<file path="src/rtl/prog_updown_counter_nch.sv">
// prog_updown_counter_nch: multi-channel programmable up/down counter with register bus.
// Define UDC_BOUNCE_EN to make CTRL.bit2 reverse direction at LIMIT.
module prog_updown_counter_nch #(
  parameter int WIDTH = 8,
  parameter int NCH = 4,
  parameter int AW = $clog2(NCH) + 2
) (
  input  logic                 clk,
  input  logic                 rst,
  input  logic                 start,
  input  logic                 ncs,
  input  logic                 nwr,
  input  logic                 nrd,
  input  logic [AW-1:0]        a,
  input  logic [WIDTH-1:0]     din,
  output logic [WIDTH-1:0]     dout,
  output logic [NCH*WIDTH-1:0] count,
  output logic [NCH-1:0]       dir,
  output logic [NCH-1:0]       ec,
  output logic                 err
);
  localparam int CW = AW - 2;
  localparam int NS = 2 ** CW;
  localparam logic [WIDTH-1:0] ONE = WIDTH'(1);
`ifdef UDC_BOUNCE_EN
  localparam bit BOUNCE = 1'b1;
`else
  localparam bit BOUNCE = 1'b0;
`endif
  typedef enum logic [1:0] {IDLE, RUN, DONE} state_t;
  logic [CW-1:0] ch;
  logic [1:0] rg;
  logic wr, rd, bad;
  logic [NS-1:0] running;
  logic [WIDTH-1:0] rd_val [NS];
  assign ch = a[AW-1:2];
  assign rg = a[1:0];
  assign wr = !ncs && !nwr && nrd;
  assign rd = !ncs && !nrd && nwr;
  assign bad = (!ncs && !nwr && !nrd) || (wr && rg == 2'd3) || (wr && rg == 2'd2 && running[ch]);
  always_ff @(posedge clk or posedge rst) begin
    if (rst) begin
      err <= 1'b0;
      dout <= '0;
    end else begin
      err <= bad;
      dout <= rd ? rd_val[ch] : '0;
    end
  end
  for (genvar c = 0; c < NCH; c++) begin : g_ch
    state_t state, state_nx;
    logic [WIDTH-1:0] load, limit, cnt, cnt_nx;
    logic [3:0] ctrl;
    logic d, d_nx, sticky, ec_q, sel, we, go, rl, bn, hit, up;
    assign sel = ch == CW'(c);
    assign we = wr && !bad && sel;
    assign go = start && ctrl[3];
    assign rl = ctrl[1];
    assign bn = BOUNCE && ctrl[2];
    assign hit = state == RUN && cnt == limit;
    // reload outranks bounce; start outranks everything and uses pre-edge registers
    assign up = (hit && bn) ? !d : d;
    always_ff @(posedge clk or posedge rst) begin
      if (rst) state <= IDLE;
      else state <= state_nx;
    end
    always_comb state_nx = go ? RUN : (hit && !rl && !bn) ? DONE : state;
    always_comb begin
      cnt_nx = go ? load : state != RUN ? cnt : (hit && rl) ? load : (hit && !bn) ? cnt : up ? cnt + ONE : cnt - ONE;
      d_nx = go ? ctrl[0] : (hit && !rl && bn) ? !d : d;
    end
    always_ff @(posedge clk or posedge rst) begin
      if (rst) begin
        cnt <= '0;
        d <= 1'b0;
        ec_q <= 1'b0;
        sticky <= 1'b0;
      end else begin
        cnt <= cnt_nx;
        d <= d_nx;
        ec_q <= hit;
        sticky <= hit || (sticky && !(rd && sel && rg == 2'd3));
      end
    end
    always_ff @(posedge clk or posedge rst) begin
      if (rst) begin
        load <= '0;
        limit <= '0;
        ctrl <= '0;
      end else begin
        if (we && rg == 2'd0) load <= din;
        if (we && rg == 2'd1) limit <= din;
        if (we && rg == 2'd2) ctrl <= {din[3], BOUNCE & din[2], din[1:0]};
      end
    end
    // a STATUS read coinciding with a new end-count already reports it
    assign rd_val[c] = rg == 2'd0 ? load : rg == 2'd1 ? limit : rg == 2'd2 ? WIDTH'(ctrl) :
                       WIDTH'({d, sticky || hit, state == RUN});
    assign running[c] = state == RUN;
    assign count[c*WIDTH +: WIDTH] = cnt;
    assign dir[c] = d;
    assign ec[c] = ec_q;
  end
  for (genvar c = NCH; c < NS; c++) begin : g_pad
    assign running[c] = 1'b0;
    assign rd_val[c] = '0;
  end
endmodule

</file>
<file path="config.mk">
export PLATFORM = sky130hd
export DESIGN_NAME = prog_updown_counter_nch
export DESIGN_NICKNAME = d
export VERILOG_FILES = /design/src/rtl/prog_updown_counter_nch.sv
export SDC_FILE = /design/constraint.sdc
export NUM_CORES = 1
export LEC_CHECK = 0
export BUFFER_PORTS_ARGS = -buffer_cell sky130_fd_sc_hd__buf_2
export CAP_MARGIN = 5
export CORE_ASPECT_RATIO = 2
export CORE_MARGIN = 1
export CORE_UTILIZATION = 30
export CTS_CLUSTER_SIZE = 20
export DETAILED_ROUTE_END_ITERATION = 16
export HOLD_SLACK_MARGIN = 0.03
export PLACE_DENSITY = 0.52
export SETUP_SLACK_MARGIN = 0.5
export SLEW_MARGIN = 25
export SYNTH_ARGS = -nofsm -noshare
export SYNTH_HDL_FRONTEND = slang
export SYNTH_SLANG_ARGS = --single-unit
</file>
<file path="constraint.sdc">
create_clock -name clk -period 5.1 [get_ports clk]
set_clock_uncertainty 0.2 [all_clocks]
set_input_delay 0.255 -clock clk [delete_from_list [all_inputs] [get_ports clk]]
set_output_delay 0.255 -clock clk [all_outputs]
set_load 0.02 [all_outputs]
</file>
======== Word level (Yosys, flattened, before mapping) ========
Index checks and enable logic that the tools add are counted.
storage, ports and cells
  flip-flop bits (word level) ............. 137
  output and inout bits ................... 49
  word-level logic and storage cells ...... 202
cells by class
  multiplexer cells ....................... 46
  bitwise gates (word level) .............. 1
  $lt $le $gt $ge ......................... 2
  reductions and logical operators ........ 85
  add/sub/neg operators ................... 8
  equality and inequality tests ........... 26
operators with widths
  cell                                                                           number
  8-bit two-way mux                                                              31
  1-bit logical AND                                                              53
  8-bit by 1-bit adder with 8-bit output (second input constant)                 4
  8-bit equality test                                                            4
  8-bit by 1-bit subtractor with 8-bit output (second input constant)            4
  8-bit binary-select mux with 2-bit select                                      1
  2-bit two-way mux                                                              8
  4-bit two-way mux                                                              4
  2-bit by 1-bit equality test with 1-bit output (second input constant)         6
  1-bit logical NOT                                                              12
  3-bit by 2-bit != test with 1-bit output (second input constant)               4
  1-bit logical OR                                                               10
  2-bit equality test (second input constant)                                    4
  2-bit by 1-bit != test with 1-bit output (second input constant)               4
  2-bit != test (second input constant)                                          4
  2-bit AND reduction                                                            4
  2-bit nonzero test                                                             4
  2-bit logical NOT                                                              2
  3-bit >= comparator (second input constant)                                    1
  2-bit by 3-bit less-than comparator with 1-bit output (second input constant)  1
  2-bit inverter with 3-bit output                                               1
  1-bit binary-select mux with 2-bit select                                      1
  1-bit two-way mux                                                              1

======== Longest topological paths before layout ========
Gate-level depths: netlist of the first run.
  depth after elaboration ................. 10
  mapped depth ............................ 8
  gate-level depth less buffers ........... 8

======== Least setup slack after synthesis of the first run ========
OpenSTA, ideal clock, no wires.
  kind .................................... reg2reg
  from .................................... reg g_ch[3].d
  to ...................................... reg g_ch[3].cnt[7]
  period minus slack after synthesis ...... 2.284 ns
  data arrival time ....................... 1.958 ns
  stages on the path, launching flop included .. 9
  data required time ...................... 4.774 ns
  setup slack ............................. 2.816 ns
  cell sequence ........................... dfrtp_1 inv_1 ha_1 a21oi_1 o211ai_1 o41ai_1 xnor2_1 o21ai_0 a221o_1
on the way
  word-level cells in the longest chain between the ends .. 5
RTL lines
  element                          line  RTL
  start: declaration               54    logic d, d_nx, sticky, ec_q, sel, we, go, rl, bn, hit, up;
  start signal: assignment         80    d <= d_nx;
  8-bit two-way mux (5 in series)  69    cnt_nx = go ? load : state != RUN ? cnt : (hit && rl) ? load : (hit && !bn) ? cnt : up ? cnt + ONE : cnt - ONE ...
  end signal: assignment           79    cnt <= cnt_nx;
  end: declaration                 52    logic [WIDTH-1:0] load, limit, cnt, cnt_nx;
No other way between the ends. The select of a mux whose other input is x is not followed.
A chain may end at the register's enable or synchronous reset.

======== Final worst setup path of the first run ========
Ends and elaborated chain as after synthesis.

==> flow_metrics.py, run 1 <==
metrics = {
    "cts": {
        "worst_skew_pair.late_latency_ns": 0.43,
        "clock_sinks": 137,
        "cts_root_buf": "clkbuf_16",
        "cts-buffers-inserted": 17,
        "holdBufCountCts": 4,
        "htree_levels": 4,
        "post_cts_resized": 0,
        "clockBufferDepth": 2,
        "cts_setup_buffers": 0,
        "cts.clk_slew.worst_paths_ns": 0.06,
        "cts_tree": "built",
    },
    "pwr": {
        "swShare_pct": 39.5,
        "power_density_nw_per_um2": 581,
        "seqPwrFrac_pct": 32.4,
        "p_int_mw": 3.19,
        "clkPwrFrac_pct": 24.6,
        "power_switching_mw": 2.08,
        "p_total_mw": 5.27,
        "peakVddDrop_mv": 0.239,
        "p_leak_nw": 4.00,
        "p_comb_share_pct": 43.0,
    },
    "timing": {
        "rsz0062_at_grt": "no",
        "setup_tns_ns": 0,
        "period_minus_slack_ns": 2.58,
        "timing.final.crit_share_pct": 50.6,
        "relSlewSlack_pct": 49.3,
        "hold_viol": 0,
        "finalSetupViolCount": 0,
        "worst_slew_pin_slew_ns": 0.760,
        "slew_viol_final": 0,
        "fmax_mhz": 387,
    },
    "yosys": {
        "synth_edf_count": 0,
        "synth_warnings": 0,
        "synth_top_area_share_pct": 44.3,
        "ys.flop_type": "dfrtp_1",
        "yosysSeqAreaShare_pct": 44.3,
        "yosys.area.top_type": "dfrtp_1",
        "yosysUniqueCellTypes": 54,
        "synth.avg_cell_area_um2": 10.9,
        "synth_fp_nets": 756,
        "ys_async_sr_fraction_pct": 100,
        "synth_most_common_cell": "dfrtp_1",
        "netlist_instances": 710,
        "synth_area_um2": 7740,
        "synth_area_leaders": "dfrtp_1, mux2_2, xnor2_1",
        "synthTopCellsByCount": "dfrtp_1, mux2_2, nor2_1",
        "synth_seq_cells": 137,
    },
    "drt": {
        "drc_errors": 0,
        "drt_iter0_drc": 214,
        "antenna_left": 0,
        "wl_per_cell_um": 20.0,
        "wl_um": 22500,
        "first_pass_iters": 4,
        "vias_per_cell": 5.03,
        "vias": 5664,
    },
    "setup_path": {
        "crit_buf_inv": 1,
        "r2r_cells": 8,
        "slowest_stage": "dfrtp_1",
        "end_kind": "flip-flop",
        "reg2reg_setup_slack_ns": 2.52,
        "critPathMaxFanout": 8,
        "cp_data_required_time_ns": 5.21,
        "critPathTopFamily": "compound AO/OA/AOI/OAI gates",
        "timing.rr.end": "g_ch[3].cnt[7]$_DFFE_PP0P_",
        "path_class": "flip-flop to flip-flop",
        "reg2reg_from": "g_ch[3].d$_DFFE_PP0P_",
        "worstPathCellList": "inv_1, ha_1, a21oi_1, o211ai_1, o41ai_1, xnor2_1, o21ai_0, a221o_1",
        "max_stage_delay_ns": 0.41,
        "cp-start-kind": "flip-flop",
        "critPathArrivalTime_ns": 2.69,
    },
    "grt": {
        "grt_antenna_before_repair": 2,
        "overflow": 0,
        "grt_pass1_wl_um": 35200,
        "grt_max_degree": 101,
        "grt_pass1_vias": 5926,
        "gr-usage-all-layers_pct": 18.1,
    },
    "hold_path": {
        "hp-class": "input pin to flip-flop",
        "min_path_cells": 4,
        "hold_start": "ncs",
        "min_to": "dout[6]$_DFF_PP0_",
    },
    "placed_design": {
        "dpl.cell_count": 1092,
        "place.gp.congestion": 0.928,
        "portBuffers": 66,
        "dp_hpwl_um": 17100,
        "dpl_cell_area_um2": 8400,
    },
    "cells_and_area": {
        "final_nets": 826,
        "area_growth_syn_to_layout_pct": 17.2,
        "n_fill_cell": 2611,
        "insertedDiodeCount": 0,
        "design_area_um2": 9080,
        "final_cells": 1127,
        "drive_gt1_share_pct": 25.4,
    },
    "job": {
        "cap_violations": 0,
    },
    "die": {
        "pin_count": 67,
        "fp.dieW_um": 116,
        "start_util_pct": 30.7,
        "dieArea_um2": 26500,
        "die_h_um": 229,
        "core_um2": 25200,
        "rows": 82,
    },
    "status": {
        "status": "finished clean",
    },
}
==> sequential cells by signal (all words and copies together), names as in the netlist, 8 cells and up <==
name	flops
g_ch.cnt	32
g_ch.state	8
g_ch.limit	32
g_ch.ctrl	12
dout	8
g_ch.load	32
==> power by group through the flow <==
stage	logic [mW]	registers [mW]	clock network, mW
finish	2.27	1.71	1.30
global route	2.53	1.76	1.37
CTS	2.29	1.72	1.31
detailed placement	2.27	1.74	0
global placement	2.25	1.73	0
floorplan	1.59	1.75	0
==> logic make-up (layout without fill, tap and decap cells) <==
group	after synthesis	in the layout	share of synthesized area (%)
mux	128	128	19.9
compound gates	128	128	10.5
buf+inv	64	145	3.81
flops	137	137	44.3
fa+ha+maj	28	28	4.91
simple gates	174	174	10.9
xor+xnor	51	51	5.77
==> per-layer routing <==
| metal | track usage, % | share of wire, % |
|---|---|---|
| met4 | 9.70 | 4.5 |
| met3 | 3.76 | 2.9 |
| met1 | 18.2 | 36 |
| met2 | 33.9 | 56 |
| met5 | 0 | 0.084 |
==> worst max path at each step <==
| stage | startpoint | to | slack, ns | cells after the start |
|---|---|---|---|---|
| 6_report | g_ch[3].d$_DFFE_PP0P_ | g_ch[3].cnt[7]$_DFFE_PP0P_ | 2.52 | 8 |
| 5_1_grt | g_ch[3].d$_DFFE_PP0P_ | g_ch[3].cnt[7]$_DFFE_PP0P_ | 2.34 | 8 |
| 4_1_cts | g_ch[2].d$_DFFE_PP0P_ | g_ch[2].cnt[6]$_DFFE_PP0P_ | 2.51 | 8 |
| 3_5_place_dp | a[0] | g_ch[3].limit[4]$_DFFE_PP0P_ | 2.25 | 5 |
| 3_3_place_gp | a[0] | g_ch[3].limit[5]$_DFFE_PP0P_ | 2.26 | 5 |
| 2_1_floorplan | rst | dout[0]$_DFF_PP0_ | 0.98 | 1 |
==> area by class of cell <==
class | count | area (µm²) | area share [%]
Clock buffer | 18 | 429 | 4.73
Clock inverter | 12 | 178 | 1.96
Inverter | 35 | 136 | 1.50
Multi-Input combinational cell | 509 | 4020 | 44.3
Sequential cell | 137 | 3430 | 37.8
Tap cell | 336 | 420 | 4.63
Timing Repair Buffer | 80 | 465 | 5.13
==> worst reg2reg max path: cells and delay by family, from the launching register on <==
kind	cells	cell delay (ns)
compound gates	5	1.12
flops	1	0.41
fa+ha+maj	1	0.30
buf+inv	1	0.26
xor+xnor	1	0.18
==> per-stage QoR <==
step | hold WS, ns | util [%] | setup WS [ns]
after global placement | 0.275 | 33.3 | 2.26
after detailed placement | 0.287 | 33.3 | 2.25
after floorplan | 0.157 | - | 0.977
final | 0.0559 | 36.0 | 2.52
after CTS | 0.0486 | 35.9 | 2.51
after global routing | 0.0627 | 36.0 | 2.34
==> placed cells by master (no fill, tap or decap), types with 5 or more instances in the layout <==
cell         n
dfrtp_1    137
mux2_2      76
buf_2       66
nor2_1      56
xnor2_1     51
a21oi_1     47
nand2_1     42
inv_1       34
mux2i_1     28
o21ai_0     24
ha_1        24
nor3_1      18
clkbuf_16   17
nand3_1     12
mux2_1      12
mux4_2      12
nor2b_1     11
nand4_1     10
o211ai_1    10
buf_4        9
a221oi_1     8
nand2b_1     6
or3_1        5
o21a_1       5
Power figures use the tool's default switching activity.
==> run 2: changes to the inputs <==
--- a/config.mk
+++ b/config.mk
@@ -5,6 +5,7 @@
 export SDC_FILE = /design/constraint.sdc
 export NUM_CORES = 1
 export LEC_CHECK = 0
+export ABC_AREA = 1
 export BUFFER_PORTS_ARGS = -buffer_cell sky130_fd_sc_hd__buf_2
 export CAP_MARGIN = 5
 export CORE_ASPECT_RATIO = 2
==> constraint.sdc (replaced) <==
create_clock -name clk -period 2.5 [get_ports clk]
set_clock_uncertainty 0.2 [all_clocks]
set_input_delay 0.125 -clock clk [delete_from_list [all_inputs] [get_ports clk]]
set_output_delay 0.125 -clock clk [all_outputs]
set_load 0.02 [all_outputs]
==> flow_metrics.py, run 2 <==
metrics = {
    "die": {
        "dieArea_um2": 30100,
        "core_um2": 28800,
        "pin_count": 67,
        "fp.dieW_um": 123,
        "die_h_um": 244,
        "start_util_pct": 30.6,
        "rows": 88,
    },
    "setup_path": {
        "path_class": "flip-flop to flip-flop",
        "slowest_stage": "dfrtp_1",
        "cp-start-kind": "flip-flop",
        "critPathArrivalTime_ns": 2.05,
        "worstPathCellList": "nand2_1, nand2_1, nand4_2, nand3_4, nor2_4, buf_6, nand2_1, nand2_1, nand2_1",
        "critPathMaxFanout": 14,
        "r2r_cells": 9,
        "cp_data_required_time_ns": 2.63,
        "crit_path_frequent_cell": "nand2_1",
        "max_stage_delay_ns": 0.40,
        "end_kind": "flip-flop",
    },
    "timing": {
        "setup_tns_ns": 0,
        "fmax_mhz": 520,
        "relSlewSlack_pct": 47.6,
        "rsz0062_at_grt": "yes",
        "worst_slew_pin_slew_ns": 0.785,
        "setup_ws_ns": 0.577,
        "timing.final.crit_share_pct": 76.9,
        "hold_viol": 0,
        "finalSetupViolCount": 0,
        "period_minus_slack_ns": 1.92,
        "slew_viol_final": 0,
    },
    "yosys": {
        "synth_fp_nets": 1335,
        "synth_edf_count": 0,
        "synthTopCellsByCount": "nand2_1, nand3_1, inv_1",
        "synth_area_um2": 8820,
        "ys_async_sr_fraction_pct": 100,
        "netlist_instances": 1289,
        "synth_warnings": 0,
        "synth_top_area_share_pct": 38.9,
        "yosys.area.top_type": "dfrtp_1",
        "synth_area_leaders": "dfrtp_1, nand2_1, nand3_1",
        "ys.flop_type": "dfrtp_1",
        "yosysUniqueCellTypes": 39,
        "synth_most_common_cell": "nand2_1",
        "synth.avg_cell_area_um2": 6.84,
        "synth_seq_cells": 137,
        "yosysSeqAreaShare_pct": 38.9,
    },
    "drt": {
        "wl_per_cell_um": 17.7,
        "first_pass_iters": 5,
        "vias": 8749,
        "wl_um": 31300,
        "antenna_left": 0,
        "vias_per_cell": 4.95,
        "drc_errors": 0,
        "drt_iter0_drc": 458,
    },
    "hold_path": {
        "min_path_cells": 5,
        "hp-class": "input pin to flip-flop",
    },
    "cells_and_area": {
        "final_cells": 1767,
        "final_nets": 1439,
        "final_common_cell": "nand2_1",
        "largest_registers": "g_ch.cnt (32), g_ch.limit (32), g_ch.load (32)",
        "n_fill_cell": 3073,
        "most-common-layout-cells": "nand2_1, nand3_1, inv_1, dfrtp_1, buf_2",
        "area_growth_syn_to_layout_pct": 23.5,
        "drive_gt1_share_pct": 16.5,
    },
    "placed_design": {
        "dpl.cell_count": 1705,
        "portBuffers": 66,
        "pre_cts_ws_ns": 0.315,
        "place.gp.congestion": 0.930,
        "dp_hpwl_um": 24000,
    },
    "cts": {
        "cts_tree": "built",
        "cts_root_buf": "clkbuf_16",
        "clockBufferDepth": 2,
        "cts.clk_slew.worst_paths_ns": 0.06,
        "htree_levels": 4,
        "worst_skew_pair.late_latency_ns": 0.44,
        "cts-buffers-inserted": 17,
        "clock_sinks": 137,
    },
    "pwr": {
        "p_leak_nw": 5.69,
        "power_density_nw_per_um2": 1240,
        "peakVddDrop_mv": 0.508,
    },
    "grt": {
        "overflow": 0,
        "grt_antenna_before_repair": 3,
        "gr-usage-all-layers_pct": 21.7,
        "grt_pass1_vias": 8616,
        "grt_max_degree": 138,
        "grt_pass1_wl_um": 48400,
    },
    "status": {
        "status": "finished clean",
    },
    "job": {
        "cap_violations": 0,
    },
}
[run 2: timing repair]
action                                 4_1_cts  5_1_grt
buffers inserted                             5        8
gates resized for setup                     13       75
endpoints found under the hold margin      219        0
hold buffers                                16        0
setup endpoints to repair                   60      104
pin swaps                                    2        5
[run 2: cell type report]
class	count	area (µm²)	area share (%)
flip-flops and latches	137	3450	31.7
well taps	360	450	4.14
inverters	172	672	6.17
diodes	1	2.50	0.0230
clock buffers	17	425	3.91
clock inverters	15	176	1.62
repair buffers	131	895	8.21
multi-input cells	934	4820	44.3
[run 2: through the flow]
stage	power (mW)	utilization, %	cell area [µm²]	hold WS, ns
final	13.5	37.8	10900	0.0666
after global routing	14.6	37.8	10900	0.0986
after CTS	13.0	36.4	10500	0.0517
after detailed placement	10.3	33.5	9680	0.230
after global placement	10.2	33.5	9680	0.231
after floorplan	8.35	-	8820	0.0695
[run 2: power by group]
group | leakage [nW] | switching [mW] | internal [mW]
Combinational | 3.66 | 4.20 | 3.01
Sequential | 1.75 | 0.835 | 2.82
Clock | 0.277 | 1.06 | 1.56
[run 2: metal layers]
metal	part of all wire [%]	up-vias	global-route usage, %	wire length [µm]
met5	0.070	-	0	22
met1	35	4114	21.3	11000
met2	55	216	40.7	17200
met3	3.3	87	3.33	1040
li1	-	4328	-	-
met4	6.8	4	14.1	2120
[run 2: kinds of logic (layout without fill, tap and decap cells)]
family                   Yosys count  in the layout  share of synthesized area, %
other                              0              1                             0
flip-flops                       137            137                          38.9
AND/OR/NAND/NOR                  783            783                          37.8
AO/OA/AOI/OAI                     99             99                          6.58
XOR/XNOR                          24             24                          2.38
adder cells (fa/ha/maj)           28             28                          4.31
buffers and inverters            218            335                          10.0
[run 2: path summary, 6_finish.rpt]
path                                               from                          end  slack [ns]
setup / recovery           g_ch[1].state[0]$_DFFE_PP0P_  g_ch[3].ctrl[0]$_DFFE_PP0P_        0.58
hold / removal                                     a[3]     g_ch[2].sticky$_DFF_PP0_        0.07
setup reg to reg           g_ch[1].state[0]$_DFFE_PP0P_  g_ch[3].ctrl[0]$_DFFE_PP0P_        0.58
hold reg to reg             g_ch[1].load[6]$_DFFE_PP0P_  g_ch[1].load[6]$_DFFE_PP0P_        0.28
max in group asynchronous                           rst   g_ch[3].cnt[0]$_DFFE_PP0P_        1.23
min in group asynchronous                           rst            dout[6]$_DFF_PP0_        0.26
[run 2: worst max-delay path, delay by kind of cell (launching register included)]
family	cells	cell delay (ns)
flops	1	0.40
simple gates	8	1.01
buf+inv	1	0.20
==> run 3: changes to the inputs <==
--- a/config.mk
+++ b/config.mk
@@ -5,7 +5,7 @@
 export SDC_FILE = /design/constraint.sdc
 export NUM_CORES = 1
 export LEC_CHECK = 0
-export ABC_AREA = 1
+export ABC_AREA = 0
 export BUFFER_PORTS_ARGS = -buffer_cell sky130_fd_sc_hd__buf_2
 export CAP_MARGIN = 5
 export CORE_ASPECT_RATIO = 2
==> constraint.sdc (replaced) <==
create_clock -name clk -period 1.8 [get_ports clk]
set_clock_uncertainty 0.2 [all_clocks]
set_input_delay 0.09 -clock clk [delete_from_list [all_inputs] [get_ports clk]]
set_output_delay 0.09 -clock clk [all_outputs]
set_load 0.02 [all_outputs]
==> flow_metrics.py, run 3 (synthesis gave the netlist of run 1 again) <==
metrics = {
    "setup_path": {
        "critPathArrivalTime_ns": 2.33,
        "cp_data_required_time_ns": 1.95,
        "cp-start-kind": "flip-flop",
        "path_class": "flip-flop to flip-flop",
        "end_kind": "flip-flop",
        "critPathMaxFanout": 6,
    },
    "timing": {
        "setup_tns_ns": -12.44,
        "finalSetupViolCount": 58,
        "worst_slew_pin_slew_ns": 0.439,
        "relSlewSlack_pct": 70.7,
        "setup_ws_ns": -0.381,
        "timing.final.crit_share_pct": 121,
        "fmax_mhz": 459,
        "hold_slack_ns": -0.0914,
        "period_minus_slack_ns": 2.18,
        "slew_viol_final": 0,
        "hold_viol": 13,
        "rsz0062_at_grt": "yes",
    },
    "cells_and_area": {
        "multi_input_area_um2": 5120,
        "most-common-layout-cells": "buf_4, dfrtp_1, buf_6, mux2_2, nor2_1",
        "drive_gt1_share_pct": 60.8,
        "ff_latch_area_um2": 3470,
        "post-route-util_pct": 50.6,
        "design_area_um2": 12800,
        "n_fill_cell": 2303,
        "largest_registers": "g_ch.cnt (32), g_ch.limit (32), g_ch.load (32)",
        "area_growth_syn_to_layout_pct": 64.8,
        "final_nets": 1087,
        "insertedDiodeCount": 0,
        "final_common_cell": "buf_4",
        "final_cells": 1390,
    },
    "drt": {
        "first_pass_iters": 4,
        "drc_errors": 0,
        "wl_per_cell_um": 18.4,
        "vias": 6715,
        "wl_um": 25600,
        "antenna_left": 0,
        "vias_per_cell": 4.83,
        "drt_iter0_drc": 219,
    },
    "grt": {
        "grt_antenna_before_repair": 1,
        "gr-usage-all-layers_pct": 20.5,
        "overflow": 0,
        "grt_pass1_wl_um": 40000,
        "grt_max_degree": 77,
        "grt_pass1_vias": 7203,
    },
    "pwr": {
        "p_leak_nw": 5.81,
        "p_total_mw": 20.6,
        "power_density_nw_per_um2": 1610,
        "peakVddDrop_mv": 0.683,
    },
    "hold_path": {
        "hp-class": "input pin to flip-flop",
    },
    "cts": {
        "holdBufCountCts": 13,
        "cts_root_buf": "clkbuf_16",
        "worst_skew_pair.late_latency_ns": 0.44,
        "clock_sinks": 137,
        "cts.clk_slew.worst_paths_ns": 0.06,
        "cts_tree": "built",
        "clockBufferDepth": 2,
        "cts-buffers-inserted": 17,
        "htree_levels": 4,
    },
    "status": {
        "violations": "hold timing, setup timing",
        "status": "complete, but fails checks",
    },
    "placed_design": {
        "dpl_cell_area_um2": 10400,
        "dp_hpwl_um": 18900,
        "pre_cts_ws_ns": -0.426,
        "place.gp.congestion": 0.945,
        "portBuffers": 66,
        "dpl.cell_count": 1285,
    },
    "die": {
        "pin_count": 67,
        "die_h_um": 229,
        "dieArea_um2": 26500,
        "start_util_pct": 30.7,
        "fp.dieW_um": 116,
        "core_um2": 25200,
        "rows": 82,
    },
    "job": {
        "cap_violations": 0,
    },
}
==> run 3: path summary, 6_finish.rpt <==
| check | startpoint | to | slack (ns) | cells after the start |
|---|---|---|---|---|
| max | g_ch[0].d$_DFFE_PP0P_ | g_ch[0].cnt[7]$_DFFE_PP0P_ | -0.38 | 8 |
| max in group asynchronous | rst | g_ch[1].cnt[1]$_DFFE_PP0P_ | 0.60 | 4 |
| max reg2reg | g_ch[0].d$_DFFE_PP0P_ | g_ch[0].cnt[7]$_DFFE_PP0P_ | -0.38 | 8 |
| min | start | g_ch[0].state[0]$_DFFE_PP0P_ | -0.09 | 3 |
| min in group asynchronous | rst | g_ch[0].ec_q$_DFF_PP0_ | 0.13 | 4 |
| min reg2reg | g_ch[3].sticky$_DFF_PP0_ | g_ch[3].sticky$_DFF_PP0_ | 0.34 | 2 |
==> run 3: power by group <==
part,switching (mW),internal [mW],total [mW]
registers,0.997,3.90,4.90
clock network,1.40,2.42,3.82
logic,5.10,6.79,11.9
total,7.49,13.1,20.6
==> run 3: what timing repair did <==
action / CTS / global route
gates cloned: 2 / 1
pin swaps: 53 / 44
setup buffers: 28 / 29
endpoints found under the hold margin: 230 / 14
endpoints found under the setup margin: 125 / 134
gates resized for setup: 180 / 90
==> run 3: critical path, stage by stage (launching register included) <==
cell	delay, ns
dfrtp_1	0.41
inv_4	0.14
ha_4	0.22
a21oi_4	0.13
o211ai_1	0.13
o41ai_2	0.34
xnor2_1	0.14
or3_1	0.31
o2111ai_1	0.08
==> run 3: layout make-up <==
cell class,instances,share of cell area [%]
multi-input cells,509,40.1
flip-flops and latches,137,27.2
repair buffers,341,23.2
clock buffers,20,3.66
well taps,336,3.29
clock inverters,12,1.34
inverters,35,1.18
==> run 3: routing by layer <==
layer | global-route usage, % | up-vias | wire length, µm
li1 | - | 3216 | -
met1 | 20.8 | 3318 | 9230
met2 | 37.9 | 125 | 14300
met3 | 3.55 | 54 | 620
met4 | 12.5 | 2 | 1400
met5 | 0 | - | 10
